==> config.mk <==
export PLATFORM = sky130hd
export DESIGN_NAME = spi_master_flat
export DESIGN_NICKNAME = d
export VERILOG_FILES = /design/src/rtl/spi_master_if.sv /design/src/rtl/spi_master.sv /design/src/flat_wrapper.sv
export SDC_FILE = /design/constraint.sdc
export NUM_CORES = 1
export LEC_CHECK = 0
export ABC_AREA = 1
export CELL_PAD_IN_SITES_DETAIL_PLACEMENT = 0
export CELL_PAD_IN_SITES_GLOBAL_PLACEMENT = 1
export CORE_MARGIN = 1.5
export CORE_UTILIZATION = 38
export DETAILED_ROUTE_END_ITERATION = 6
export GPL_TIMING_DRIVEN = 0
export MAX_ROUTING_LAYER = met4
export PLACE_DENSITY = 0.75
export REMOVE_ABC_BUFFERS = 1
export SLEW_MARGIN = 20
export SYNTH_ARGS = -nofsm -noshare
export SYNTH_HDL_FRONTEND = slang
export SYNTH_SLANG_ARGS = --single-unit
==> constraint.sdc <==
create_clock -name clk -period 1.5 [get_ports clk]
set_input_delay 0.375 -clock clk [delete_from_list [all_inputs] [get_ports clk]]
set_output_delay 0.375 -clock clk [all_outputs]
set_load 0.005 [all_outputs]
==> src/rtl/spi_master_if.sv <==
// SPI master bundle: host request/response and serial pins.
// master is the spi_master side; slave is the host/pin side.
interface spi_master_if;
   logic       start;
   logic [7:0] tx_data;
   logic [7:0] rx_data;
   logic       busy;
   logic       done;
   logic       SCLK;
   logic       MOSI;
   logic       MISO;
   logic       SS;

   modport master (
      input  start, tx_data, MISO,
      output rx_data, busy, done, SCLK, MOSI, SS
   );

   modport slave (
      output start, tx_data, MISO,
      input  rx_data, busy, done, SCLK, MOSI, SS
   );
endinterface

==> src/rtl/spi_master.sv <==
// Single-byte SPI mode-0 master, MSB first.
// One divider counter paces setup, 16 half-periods, hold and gap.
module spi_master #(
   parameter int CLK_DIV = 4
) (
   input logic          clk,
   input logic          reset,
   spi_master_if.master bus
);

   typedef enum logic [2:0] {
      IDLE,
      SETUP,
      XFER,
      HOLD,
      GAP
   } state_t;

   localparam logic [7:0] DIV_LD = 8'(CLK_DIV - 1);

   state_t     state;
   logic [7:0] cnt;
   logic [2:0] bit_cnt;
   logic       tail;
   logic [7:0] tx_shift;
   logic [7:0] rx_shift;

   // Frame sequencer; every output is a flop so the pins never glitch.
   always_ff @(posedge clk or negedge reset) begin
      if (!reset) begin
         state       <= IDLE;
         cnt         <= 8'd0;
         bit_cnt     <= 3'd0;
         tail        <= 1'b0;
         tx_shift    <= 8'd0;
         rx_shift    <= 8'd0;
         bus.rx_data <= 8'd0;
         bus.busy    <= 1'b0;
         bus.done    <= 1'b0;
         bus.SCLK    <= 1'b0;
         bus.MOSI    <= 1'b0;
         bus.SS      <= 1'b1;
      end else begin
         bus.done <= 1'b0;
         unique case (state)
            IDLE: begin
               if (bus.start) begin
                  tx_shift <= bus.tx_data;
                  rx_shift <= 8'd0;
                  bit_cnt  <= 3'd0;
                  tail     <= 1'b0;
                  bus.MOSI <= bus.tx_data[7];
                  bus.SS   <= 1'b0;
                  bus.busy <= 1'b1;
                  cnt      <= DIV_LD;
                  state    <= SETUP;
               end
            end
            SETUP: begin
               if (cnt != 8'd0) begin
                  cnt <= cnt - 8'd1;
               end else begin
                  cnt      <= DIV_LD;
                  bus.SCLK <= 1'b1;
                  rx_shift <= {rx_shift[6:0], bus.MISO};
                  state    <= XFER;
               end
            end
            XFER: begin
               if (cnt != 8'd0) begin
                  cnt <= cnt - 8'd1;
               end else begin
                  cnt <= DIV_LD;
                  if (bus.SCLK) begin
                     bus.SCLK <= 1'b0;
                     tx_shift <= {tx_shift[6:0], 1'b0};
                     bus.MOSI <= tx_shift[6];
                     bit_cnt  <= bit_cnt + 3'd1;
                     if (bit_cnt == 3'd7) tail <= 1'b1;
                  end else if (tail) begin
                     // last low half-period is over
                     tail  <= 1'b0;
                     state <= HOLD;
                  end else begin
                     bus.SCLK <= 1'b1;
                     rx_shift <= {rx_shift[6:0], bus.MISO};
                  end
               end
            end
            HOLD: begin
               if (cnt != 8'd0) begin
                  cnt <= cnt - 8'd1;
               end else begin
                  cnt         <= DIV_LD;
                  bus.SS      <= 1'b1;
                  bus.rx_data <= rx_shift;
                  bus.done    <= 1'b1;
                  state       <= GAP;
               end
            end
            GAP: begin
               if (cnt != 8'd0) begin
                  cnt <= cnt - 8'd1;
               end else begin
                  bus.busy <= 1'b0;
                  state    <= IDLE;
               end
            end
            default: state <= IDLE;
         endcase
      end
   end

endmodule

==> src/flat_wrapper.sv <==
// flat-port wrapper written by rule: the top's interface ports become plain ports
module spi_master_flat 
#(
   parameter int CLK_DIV = 4
)
  (clk, reset, bus_start, bus_tx_data, bus_MISO, bus_rx_data, bus_busy, bus_done, bus_SCLK, bus_MOSI, bus_SS);
  spi_master_if bus_i ();
  input logic clk;
  input logic reset;
  input wire logic [$bits(bus_i.start)-1:0] bus_start;
  input wire logic [$bits(bus_i.tx_data)-1:0] bus_tx_data;
  input wire logic [$bits(bus_i.MISO)-1:0] bus_MISO;
  output wire logic [$bits(bus_i.rx_data)-1:0] bus_rx_data;
  output wire logic [$bits(bus_i.busy)-1:0] bus_busy;
  output wire logic [$bits(bus_i.done)-1:0] bus_done;
  output wire logic [$bits(bus_i.SCLK)-1:0] bus_SCLK;
  output wire logic [$bits(bus_i.MOSI)-1:0] bus_MOSI;
  output wire logic [$bits(bus_i.SS)-1:0] bus_SS;
  assign bus_i.start = bus_start;
  assign bus_i.tx_data = bus_tx_data;
  assign bus_i.MISO = bus_MISO;
  assign bus_rx_data = bus_i.rx_data;
  assign bus_busy = bus_i.busy;
  assign bus_done = bus_i.done;
  assign bus_SCLK = bus_i.SCLK;
  assign bus_MOSI = bus_i.MOSI;
  assign bus_SS = bus_i.SS;
  spi_master #(.CLK_DIV(CLK_DIV)) u_core (.clk(clk), .reset(reset), .bus(bus_i));
endmodule
# Word level (Yosys, flattened, before mapping)
# Index checks and enable logic that the tools add are counted.
[classes] n_reduce_logical=18 addsub=2 n_eq_ne=16 mux=46 n_bitwise=1
[op_table] cell="2-to-1 mux 8 bit" count=8
[op_table] cell="one-hot mux 8 bit (3 select lines)" count=2
[op_table] cell="2-to-1 mux 3 bit" count=10
[op_table] cell="2-to-1 mux 7 bit" count=3
[op_table] cell="2-to-1 mux 1 bit" count=15
[op_table] cell="one-hot mux 3 bit (5 select lines)" count=1
[op_table] cell="inequality test 2 bit, second input constant" count=7
[op_table] cell="one-hot mux 7 bit (2 select lines)" count=1
[op_table] cell="AND reduction 3 bit" count=4
[op_table] cell="one-hot mux 1 bit (2 select lines)" count=5
[op_table] cell="AND reduction 4 bit" count=2
[op_table] cell="nonzero test 2 bit" count=4
[op_table] cell="nonzero test 8 bit" count=1
[op_table] cell="subtractor 8 x 1 -> 8 bit, second input constant" count=1
[op_table] cell="AND reduction 7 bit" count=1
[op_table] cell="== test 3 x 2 -> 1 bit, second input constant" count=2
[op_table] cell="== test 3 bit, second input constant" count=2
[op_table] cell="inequality test 2 x 1 -> 1 bit, second input constant" count=3
[op_table] cell="one-hot mux 3 bit (2 select lines)" count=1
[op_table] cell="AND reduction 6 bit" count=1
[op_table] cell="nonzero test 3 bit" count=2
[op_table] cell="adder 3 x 1 -> 3 bit, second input constant" count=1
[op_table] cell="== test 3 x 1 -> 1 bit, second input constant" count=1
[op_table] cell="zero test 3 bit" count=1
[op_table] cell="4 further kinds" count=4
[totals] reg_bits=43 in_bits=12 elab_cells=95 out_inout_bits=13

# Depth between registers and ports, before layout
# Gate-level depths: netlist of run 1.
[depth] depth_word=5 mapped_depth=10

# Worst setup path before layout of run 1
# OpenSTA, ideal clock, no wires.
[synth_timing] path_type="reg-to-reg" from="register u_core.cnt[0]" to="register u_core.rx_shift[0]" path_slack_ns=-0.133 required_time_ns=1.382 path_stages_with_launch=10 n_path_buf=0 arrival_time_ns=1.515 cell_sequence="dfrtp_1 inv_1 ha_1 nand3_1 nor2_4 nand2_1 nand2_1 nand3_4 nand2_1 nand2_1"
[synth_between] elab_chain_cells=3 elab_cells_between_ends=4 classes_between="2 x eq/ne; 2 x reduce/logical"
[synth_rtl] element="start: declaration" line_no="spi_master.sv:22" text="logic [7:0] cnt;"
[synth_rtl] element="start signal: assignment" line_no="spi_master.sv:61" text="cnt <= cnt - 8'd1;"
[synth_rtl] element="start signal: assignment" line_no="spi_master.sv:71" text="cnt <= cnt - 8'd1;"
[synth_rtl] element="start signal: assignment" line_no="spi_master.sv:92" text="cnt <= cnt - 8'd1;"
[synth_rtl] element="nonzero test 8 bit *" line_no="spi_master.sv:60, spi_master.sv:70"
[synth_rtl] element="inequality test 2 bit (no line)"
[synth_rtl] element="AND reduction 6 bit (no line) *"
[synth_rtl] element="end signal: assignment" line_no="spi_master.sv:65" text="rx_shift <= {rx_shift[6:0], bus.MISO};"
[synth_rtl] element="end signal: assignment" line_no="spi_master.sv:86" text="rx_shift <= {rx_shift[6:0], bus.MISO};"
[synth_rtl] element="end: declaration" line_no="spi_master.sv:26" text="logic [7:0] rx_shift;"
# Mark *: on every way between the ends. The rest lies on a longest branch, timed or not.
# A chain may end at the register's enable or synchronous reset.

# Worst setup path after layout of run 1
[layout_timing] from="register u_core.state[1]" to="register u_core.rx_shift[2]"
[layout_between] elab_chain_cells=3 elab_cells_between_ends=11 classes_between="7 x eq/ne; 1 x mux; 3 x reduce/logical"
[layout_rtl] element="start: declaration" line_no="spi_master.sv:21" text="state_t state;"
[layout_rtl] element="start signal: assignment" line_no="spi_master.sv:31" text="state <= IDLE;"
[layout_rtl] element="start signal: assignment" line_no="spi_master.sv:56" text="state <= SETUP;"
[layout_rtl] element="start signal: assignment" line_no="spi_master.sv:66" text="state <= XFER;"
[layout_rtl] element="== test 3 x 2 -> 1 bit, or another cell as far along" line_no="spi_master.sv:45" text="unique case (state)"
[layout_rtl] element="inequality test 2 bit (no line) / nonzero test 3 bit (equally long branches)"
[layout_rtl] element="AND reduction 6 bit (no line)"
# Parallel ways exist; a longest one is shown, timed or not.

==> results of run 1 <==
==> area by class of cell <==
type | instances | area share, %
Timing Repair Buffer | 52 | 15.0
Inverter | 33 | 4.08
Sequential cell | 43 | 34.3
Clock buffer | 7 | 3.05
Multi-Input combinational cell | 195 | 40.5
Tap cell | 72 | 2.85
Clock inverter | 1 | 0.238
==> per-layer routing <==
| layer | GRT usage (%) | share of wire (%) |
|---|---|---|
| met1 | 25.5 | 47 |
| met2 | 26.9 | 49 |
| met3 | 3.41 | 3.4 |
| met4 | 4.66 | 1.0 |
| met5 | - | 0 |
==> cell families (layout without fill, tap and decap cells) <==
group	after synthesis	in the layout	share of synthesized area [%]
simple gates	146	150	29.3
flops	43	43	47.6
buf+inv	38	93	7.68
compound gates	34	34	10.3
mux	7	7	3.09
fa+ha+maj	3	3	1.66
xor+xnor	1	1	0.387
==> layout by cell type, fill, tap and decap left out, types with 2 or more instances in the layout <==
cell,synthesis,layout
sky130_fd_sc_hd__nand2_1,87,68
sky130_fd_sc_hd__nand3_4,1,3
sky130_fd_sc_hd__mux2i_1,7,7
sky130_fd_sc_hd__dfrtp_1,42,37
sky130_fd_sc_hd__inv_4,0,2
sky130_fd_sc_hd__clkdlybuf4s50_1,0,10
sky130_fd_sc_hd__nand2_4,0,8
sky130_fd_sc_hd__clkbuf_8,0,7
sky130_fd_sc_hd__o2111ai_1,3,3
sky130_fd_sc_hd__o21ai_1,14,14
sky130_fd_sc_hd__nand2_8,0,5
sky130_fd_sc_hd__ha_1,3,2
sky130_fd_sc_hd__nand3_1,11,8
sky130_fd_sc_hd__o21ai_4,0,2
sky130_fd_sc_hd__o21ai_2,13,11
sky130_fd_sc_hd__dlygate4sd2_1,0,13
sky130_fd_sc_hd__o21ai_0,2,2
sky130_fd_sc_hd__buf_6,4,2
sky130_fd_sc_hd__nor2_1,20,18
sky130_fd_sc_hd__nand3_2,1,2
sky130_fd_sc_hd__inv_1,25,22
sky130_fd_sc_hd__dfrtp_2,0,5
sky130_fd_sc_hd__nor2_4,4,7
sky130_fd_sc_hd__nand2_2,3,13
sky130_fd_sc_hd__buf_4,0,23
sky130_fd_sc_hd__inv_2,8,9
sky130_fd_sc_hd__buf_12,0,3
sky130_fd_sc_hd__nand4_1,12,12
sky130_fd_sc_hd__nor2_2,3,2
==> worst max-delay path, delay by kind of cell, from the launching register on <==
kind	cells	cell delay, ps
buffers and inverters	3	400
DFF	1	490
and+or+nand+nor	5	590
==> power by group through the flow <==
| stage | clock network, mW | registers, mW | logic [mW] |
|---|---|---|---|
| 2_1_floorplan | 0 | 1.78 | 1.89 |
| 3_3_place_gp | 0 | 1.81 | 2.48 |
| 3_5_place_dp | 0 | 1.82 | 2.50 |
| 4_1_cts | 0.864 | 1.84 | 3.40 |
| 5_1_grt | 0.913 | 1.91 | 4.30 |
| 6_report | 0.841 | 1.86 | 3.86 |
==> state kept, by name, summed over array words and instances, names as in the netlist <==
| register | flops |
|---|---|
| u_core.bit_cnt | 3 |
| u_core.bus.MOSI | 1 |
| u_core.bus.SCLK | 1 |
| u_core.bus.SS | 1 |
| u_core.bus.busy | 1 |
| u_core.bus.done | 1 |
| u_core.bus.rx_data | 8 |
| u_core.cnt | 8 |
| u_core.rx_shift | 8 |
| u_core.state | 3 |
| u_core.tail | 1 |
| u_core.tx_shift | 7 |
==> per-stage QoR <==
step / setup slack, ps / cell area, µm² / std cells / power (mW)
final: -79.6 / 3160 / 403 / 6.57
after global routing: -193 / 3160 / 403 / 7.12
after CTS: -70.0 / 2970 / 392 / 6.10
after detailed placement: -731 / 2560 / 364 / 4.32
after global placement: -1210 / 2540 / 363 / 4.30
after floorplan: -381 / 2210 / 267 / 3.67
==> path summary, 6_finish.rpt <==
check,startpoint,endpoint,slack (ps),depth (start not counted)
max,u_core.state[1],u_core.rx_shift[2],-80,8
min,reset,u_core.bus.rx_data[5],30,1
min in group clk,u_core.bus.busy,u_core.bus.busy,470,2
max in group asynchronous,reset,u_core.state[2],970,2
min reg2reg,u_core.bus.busy,u_core.bus.busy,470,2
max reg2reg,u_core.state[1],u_core.rx_shift[2],-80,8
==> timing repair <==
action                                  CTS  global route
gates cloned                              2             2
pin swaps                                 7             9
resized for setup                        50            23
endpoints found under the setup margin   56            42
buffers inserted                         18             9
endpoints found under the hold margin     0             0
==> metrics, run 1 <==
outcome=finished with violations; violated checks=negative setup slack; ranking of synthesized cells by area=sky130_fd_sc_hd__dfrtp_1 (46%), sky130_fd_sc_hd__nand2_1 (14%), sky130_fd_sc_hd__o21ai_2 (5.0%); total wirelength of the detailed-routed design=5300 µm; number of buffers added to fix hold violations after cts=0; final-layout setup total negative slack=-1090 ps; top-level I/O count=25; Final Util=56.0%; initial detailed-routing violation count=around 100; floorplan core area=~5600 µm²; most common cell in the synthesized netlist=sky130_fd_sc_hd__nand2_1; dominant cell type by area after synthesis=sky130_fd_sc_hd__dfrtp_1; switching part of the total=45.5%; transition time of the tightest slew-check pin=523 ps; total power divided by cell area=between 2000 and 2500 nW/µm²; Fin. Hold Viols=0; Yosys reg bits=43; highest-delay cell along the critical path=sky130_fd_sc_hd__dfrtp_2; setup slack of the critical path after layout=-79.6 ps; cell internal pwr=3.58 mW; Mapped Cells=272; routability cong.=0.805; Global Route Usage Sum=18.1%; maximum clock skew at final layout=5.34 ps; Net count, final=345; critical path's most frequent cell=sky130_fd_sc_hd__nor2_4; number of inserted diodes=0; Period minus WS final=1580 ps; share of flip-flops with an asynchronous set or reset=100%; data arrival time of the critical path=1770 ps; WS Path Type=flop to flop; clock slew at the register clock pins of the worst setup and hold paths=90 ps; top flip-flop cell by instance count after synthesis=sky130_fd_sc_hd__dfrtp_1; clock latency on the worst-skew pair=300 ps; Worst setup SP type=flop; class of the most critical hold timing path=primary input to asynchronous set/reset pin; count of input and output buffers=24; number of failing setup endpoints in the final timing report=22; Net Sw Power=2.99 mW; critical path peak fanout=6; worst supply voltage drop on vdd=988 µV; achievable frequency=0.633 GHz; Site Rows=27; DRC viols=0; portion of total power attributed to combinational logic=between 50% and 60%; Slew HR=between 60% and 70%; vias in the first global route=1819; count of TritonRoute iterations in the first routing pass=4; buffer depth of the longest clock path=2; setup repair after global routing missed its margin=yes; H-tree level count=2; synthesized area=2260 µm²; Worst Setup End Kind=flop; total via count in the routed design=2000; share of power burned in registers=between 20 and 30%; Sequential Area=approximately 1100 µm²; count of cell types in the netlist=27; most instantiated cells after synthesis=sky130_fd_sc_hd__nand2_1 (87), sky130_fd_sc_hd__dfrtp_1 (42), sky130_fd_sc_hd__inv_1 (25); critical path data required time=1690 ps; Die X-Extent=between 80 and 90 µm; clock tree from TritonCTS=done; full die area=roughly 6400 µm²; part of the Yosys area used for sequential elements=between 40% and 50%; stage delay of the slowest cell on the critical path=between 400 and 500 ps; minimum hold slack=28.6 ps; root cell of the clock tree=sky130_fd_sc_hd__clkbuf_8; layout cell share with drive strength beyond 1=33.2%; Slew Limit Fails=0; Pleak=1.61 nW; fill cell count=514; area fraction of the dominant cell type after synthesis=between 40 and 50%; global-route wire length before repair=between 8000 and 9000 µm; die height=between 80 and 90 µm; pin count of the biggest net entering global routing=25; Final Cycle Share=105%; final antenna-violating net count=0; Avg Vias per Cell=4.96; routed length per instance=13.1 µm; Synthesis Warnings=0; global-route congestion overflow total=0; CP cell instances=nor2_4 -> nand3_1 -> inv_2 -> nor2_4 -> buf_12 -> buf_4 -> nand4_1 -> nand2_1; Area growth syn-to-layout=39.4%; count of flip-flops with a built-in enable after synthesis=0; number of buffers inserted during clock tree synthesis=5; starting density of the core=40.1%; clock network fraction of total power=12.8%; footprint of the multi-input gates=1280 µm²; mean post-synth cell area=~8.3 µm²; placed wire-length estimate=~3000 µm; number of antenna violations at the first check in global routing=0; # Max-Cap Violations=0; Sink Count=43
No activity file was read; power rests on OpenSTA's default activity.
==> run 2, diff against run 1 <==
--- a/config.mk
+++ b/config.mk
@@ -11,6 +11,7 @@
 export CORE_MARGIN = 1.5
 export CORE_UTILIZATION = 38
 export DETAILED_ROUTE_END_ITERATION = 6
+export GPL_ROUTABILITY_DRIVEN = 1
 export GPL_TIMING_DRIVEN = 0
 export MAX_ROUTING_LAYER = met4
 export PLACE_DENSITY = 0.75
==> results of run 2 <==
Same layout as run 1: the final DEF is identical, and so are final timing and power.
